[src/rtl/div_pkg.sv]
// Shared types and width helpers for the sequential restoring divider.
package div_pkg;

    localparam int DEFAULT_N = 4;

    typedef enum logic [1:0] {
        IDLE = 2'd0,
        RUN  = 2'd1,
        DONE = 2'd2
    } state_t;

    // Counter must hold 2N, the number of restoring steps per operation.
    function automatic int cnt_width(input int n);
        return $clog2(2 * n + 1);
    endfunction

endpackage

[src/rtl/div_step.sv]
// One restoring-division step: shift in the next dividend bit and conditionally subtract.
module div_step
    import div_pkg::*;
#(
    parameter int N = DEFAULT_N
) (
    input  logic [N-1:0] partial_i,
    input  logic         bit_i,
    input  logic [N-1:0] divisor_i,
    output logic [N-1:0] partial_o,
    output logic         qbit_o
);

    logic [N:0] trial;

    // The extra top bit lets the trial value exceed any N-bit divisor without overflow.
    assign trial     = {partial_i, bit_i};
    assign qbit_o    = (trial >= {1'b0, divisor_i});
    assign partial_o = N'(qbit_o ? (trial - {1'b0, divisor_i}) : trial);

endmodule

[src/rtl/seq_restoring_divider.sv]
// Sequential restoring divider: 2N-bit dividend by N-bit divisor, one quotient bit per clock.
module seq_restoring_divider
    import div_pkg::*;
#(
    parameter int N = DEFAULT_N
) (
    input  logic           clk,
    input  logic           rst_n,
    input  logic           in_valid,
    output logic           in_ready,
    input  logic [2*N-1:0] dividend,
    input  logic [N-1:0]   divisor,
    output logic           out_valid,
    input  logic           out_ready,
    output logic [2*N-1:0] quotient,
    output logic [N-1:0]   remainder,
    output logic           div_by_zero
);

    localparam int CNT_W = cnt_width(N);

    state_t           state_q, state_d;
    logic [CNT_W-1:0] cnt_q, cnt_d;
    logic [N-1:0]     p_q, p_d;
    logic [2*N-1:0]   shreg_q, shreg_d;
    logic [N-1:0]     divisor_q, divisor_d;
    logic [2*N-1:0]   quotient_q, quotient_d;
    logic [N-1:0]     remainder_q, remainder_d;
    logic             dbz_q, dbz_d;

    logic [N-1:0]     step_p;
    logic             step_qbit;

    div_step #(.N(N)) u_step (
        .partial_i (p_q),
        .bit_i     (shreg_q[2*N-1]),
        .divisor_i (divisor_q),
        .partial_o (step_p),
        .qbit_o    (step_qbit)
    );

    always_comb begin
        state_d     = state_q;
        cnt_d       = cnt_q;
        p_d         = p_q;
        shreg_d     = shreg_q;
        divisor_d   = divisor_q;
        quotient_d  = quotient_q;
        remainder_d = remainder_q;
        dbz_d       = dbz_q;

        case (state_q)
            IDLE: begin
                if (in_valid) begin
                    shreg_d   = dividend;
                    divisor_d = divisor;
                    p_d       = '0;
                    cnt_d     = CNT_W'(2 * N);
                    if (divisor == '0) begin
                        quotient_d  = '1;
                        remainder_d = dividend[N-1:0];
                        dbz_d       = 1'b1;
                        state_d     = DONE;
                    end else begin
                        dbz_d   = 1'b0;
                        state_d = RUN;
                    end
                end
            end
            RUN: begin
                p_d     = step_p;
                shreg_d = {shreg_q[2*N-2:0], step_qbit};
                cnt_d   = cnt_q - 1'b1;
                // Publish results only on the final step so outputs stay stable mid-run.
                if (cnt_q == CNT_W'(1)) begin
                    quotient_d  = {shreg_q[2*N-2:0], step_qbit};
                    remainder_d = step_p;
                    state_d     = DONE;
                end
            end
            DONE: begin
                if (out_ready) begin
                    state_d = IDLE;
                end
            end
            default: state_d = IDLE;
        endcase
    end

    always_ff @(posedge clk or negedge rst_n) begin
        if (!rst_n) begin
            state_q     <= IDLE;
            cnt_q       <= '0;
            p_q         <= '0;
            shreg_q     <= '0;
            divisor_q   <= '0;
            quotient_q  <= '0;
            remainder_q <= '0;
            dbz_q       <= 1'b0;
        end else begin
            state_q     <= state_d;
            cnt_q       <= cnt_d;
            p_q         <= p_d;
            shreg_q     <= shreg_d;
            divisor_q   <= divisor_d;
            quotient_q  <= quotient_d;
            remainder_q <= remainder_d;
            dbz_q       <= dbz_d;
        end
    end

    assign in_ready    = (state_q == IDLE);
    assign out_valid   = (state_q == DONE);
    assign quotient    = quotient_q;
    assign remainder   = remainder_q;
    assign div_by_zero = dbz_q;

endmodule
[config.mk]
export PLATFORM = sky130hd
export DESIGN_NAME = seq_restoring_divider
export DESIGN_NICKNAME = d
export VERILOG_FILES = /design/src/rtl/div_pkg.sv /design/src/rtl/div_step.sv /design/src/rtl/seq_restoring_divider.sv
export SDC_FILE = /design/constraint.sdc
export NUM_CORES = 1
export LEC_CHECK = 0
export BUFFER_PORTS_ARGS = -buffer_cell sky130_fd_sc_hd__buf_2
export CAP_MARGIN = 25
export CORE_AREA = 5 5 66 128
export DETAILED_ROUTE_END_ITERATION = 8
export DIE_AREA = 0 0 71 133
export PLACE_DENSITY = 0.42
export SETUP_SLACK_MARGIN = 0.4
export SLEW_MARGIN = 20
export SYNTH_ARGS = -nofsm -noshare
export SYNTH_HDL_FRONTEND = slang
export SYNTH_SLANG_ARGS = --single-unit
[constraint.sdc]
create_clock -name clk -period 2.05 [get_ports clk]
set_input_delay 0.205 -clock clk [delete_from_list [all_inputs] [get_ports clk]]
set_output_delay 0.205 -clock clk [all_outputs]
set_load 0.05 [all_outputs]
==> run metrics <==
outcome finished clean; Worst Setup SP p_q[1]; WL per Instance 14.8 um; mean number of vias per cell around 4.5; final RePlAce weighted congestion 0.764; min-delay worst type in -> async; max frequency about 560 MHz; number of standard-cell rows in the floorplan 45; DRT antenna net count 0; Data arrival, critical path between 1.5 and 2 ns; H-tree lvl count 2; final period utilization 0.872; die area about 0.0094 mm2; vias 1412; post-synthesis area per instance 10.3 um2; area taken by flip-flops and latches 878 um2; vias in the first global route 1567; Final Util 0.333; DRC violations left 0; worst path required time roughly 2.2 ns; warnings from Yosys 0; post-synthesis instance total 172; effective utilization at floorplan 0.239; clk sink count 35; final slew viol count 0; number of synthesized flops with an enable pin 0; root buffer selected by CTS sky130_fd_sc_hd__clkbuf_16; hold violation total from the final report 0; startpoint of the most critical register-to-register path p_q[1]; clock latency on the worst-skew pair between 0.2 and 0.3 ns; pre-CTS worst setup slack 0.170 ns; share of the synthesized area in the top cell type 0.493; total core area ~0.0074 mm2; area of the multi-input gates 957 um2; final worst clock skew 0.00297 ns; drt pass-1 iters 4; Fin Hold WS between 0.01 and 0.015 ns; final instance count without filler cells 315; slew at the pin closest to its max-slew limit 0.820 ns; async set-reset flop share out of synthesis 1.00; Filler Cells Inserted approximately 800; number of max-cap violations 0; top flip-flop cell by instance count after synthesis sky130_fd_sc_hd__dfrtp_1; half-perimeter wire length of the detailed placement result between 3000 and 4000 um; power per unit of standard cell area 1970 mW/mm2; Setup WS post-layout 0.262 ns; count of port buffers added during placement 30; cell taking the most area after synthesis sky130_fd_sc_hd__dfrtp_1; category of the worst setup path launch point flip-flop; net count after synthesis between 150 and 200; iteration-0 DRC count of the detailed router 55; Rel. slew slack 0.453; synthesized cell area 0.00178 mm2; maximum vdd drop a little over 0.0008 V; Min Clock Period, post-route 1.79 ns; final layout net count 244; Commonest cells post-synth sky130_fd_sc_hd__dfrtp_1 (35), sky130_fd_sc_hd__nand2_1 (23), sky130_fd_sc_hd__o21ai_0 (14); dominant cell by count in the synthesized netlist sky130_fd_sc_hd__dfrtp_1; setup violation total in the final timing report 0; leftover overflow at the end of global routing 0; unrepaired setup endpoints after global routing yes; clock tree from TritonCTS yes; critical-path maximum fanout 7; pin count of the biggest net entering global routing 36; Yosys cell types around 40; die outline height 133 um; Seq cells post-synth 35; Final TNS setup 0 ns; CTS hold repair buffers 0; horizontal extent of the die 71 um; part of the Yosys area used for sequential elements 0.493; Top-Level Pins 31; total wirelength of the detailed-routed design 4670 um; clk slew on worst S/H paths 0.06 ns; category of the worst setup path capture point flip-flop; CP Class reg -> reg; number of antenna violations at the first check in global routing 0; antenna cell count 0; number of cells after detailed placement 294; cell leakage power 1.08 nW; fraction of layout instances using a drive strength above 1 0.434; number of buffers created by CTS 5; Tot GR Track Use 0.104; area growth from synthesis to layout 39.1%; Bufs on Longest Clock Path 2; cell types with the largest area share after synthesis sky130_fd_sc_hd__dfrtp_1 (49%), sky130_fd_sc_hd__nand2_1 (4.9%), sky130_fd_sc_hd__ha_1 (4.2%); first-pass GRT wire length 7890 um
[cells by family after synthesis]
group | Yosys count | synth area share
AND/OR/NAND/NOR | 63 | 0.182
AO/OA/AOI/OAI | 40 | 0.171
flip-flops | 35 | 0.493
buffers and inverters | 17 | 0.0457
multiplexers | 7 | 0.0401
adder cells (fa/ha/maj) | 7 | 0.0535
XOR/XNOR | 3 | 0.0148
[cell usage in the layout (no fill, tap or decap), types with 2 or more instances in the layout]
cell and count:
sky130_fd_sc_hd__dfrtp_1 33, sky130_fd_sc_hd__buf_2 30, sky130_fd_sc_hd__nand2_1 23, sky130_fd_sc_hd__buf_4 17, sky130_fd_sc_hd__o21ai_0 13, sky130_fd_sc_hd__nor2_1 12
sky130_fd_sc_hd__mux2i_1 6, sky130_fd_sc_hd__o22a_1 6, sky130_fd_sc_hd__clkbuf_16 6, sky130_fd_sc_hd__inv_2 5, sky130_fd_sc_hd__o211ai_1 4, sky130_fd_sc_hd__or4_4 4
sky130_fd_sc_hd__ha_4 4, sky130_fd_sc_hd__inv_1 3, sky130_fd_sc_hd__a21o_1 3, sky130_fd_sc_hd__a41oi_2 3, sky130_fd_sc_hd__nand3_2 3, sky130_fd_sc_hd__a21oi_1 3
sky130_fd_sc_hd__nor2b_1 2, sky130_fd_sc_hd__nand2b_4 2, sky130_fd_sc_hd__a21oi_2 2, sky130_fd_sc_hd__xnor2_1 2, sky130_fd_sc_hd__dfrtp_2 2, sky130_fd_sc_hd__buf_6 2
[repair_timing]
action,in CTS,in global routing
gates cloned,0,1
setup endpoints to repair,17,18
buffers inserted,7,6
pin swaps,12,11
gates resized for setup,17,11
[worst max-delay path, stage by stage (launching register included)]
cell	delay [ns]
sky130_fd_sc_hd__dfrtp_1	0.40
sky130_fd_sc_hd__ha_4	0.17
sky130_fd_sc_hd__or4_4	0.54
sky130_fd_sc_hd__a21oi_4	0.22
sky130_fd_sc_hd__nand4b_1	0.21
sky130_fd_sc_hd__a41oi_2	0.11
[final timing paths]
check	end	slack, ns	cells past startpoint
max reg2reg	remainder[1]	0.26	5
min	divisor_q[3]	0.01	1
max in group asynchronous	cnt_q[0]	1.47	1
min reg2reg	div_by_zero	0.48	1
min in group clk	divisor_q[1]	0.15	3
max	remainder[1]	0.26	5
[metrics by stage]
| step | power, mW | instance area [um2] |
|---|---|---|
| after CTS | 4.70 | 2360 |
| after global placement | 3.60 | 2100 |
| after floorplan | 3.00 | 1810 |
| after global routing | 5.24 | 2470 |
| final | 4.87 | 2470 |
| after detailed placement | 3.61 | 2100 |
[sequential cells by signal (all words and copies together), names as in the netlist]
register / count
cnt_q: 4
div_by_zero: 1
divisor_q: 4
p_q: 4
quotient: 8
remainder: 4
shreg_q: 8
state_q: 2
[layout make-up]
cell class / instances / share of cell area
clock buffer: 6 / 0.0562
clock inverter: 1 / 0.00202
inverter: 8 / 0.0121
multi-input combinational: 120 / 0.387
sequential: 35 / 0.355
tap: 94 / 0.0476
timing repair buffer: 51 / 0.140
[per-layer routing]
layer | vias to the layer above | part of all wire | global-route usage
li1 | 702 | - | -
met1 | 671 | 0.46 | 0.129
met2 | 33 | 0.48 | 0.175
met3 | 6 | 0.047 | 0.0243
met4 | 0 | 0.013 | 0.0377
met5 | - | 0 | 0
[report_power, final]
| part | internal, mW | switching, mW |
|---|---|---|
| combinational | 1.21 | 1.61 |
| sequential | 1.03 | 0.256 |
| clock | 0.474 | 0.288 |
(Power assumes the default switching activity.)
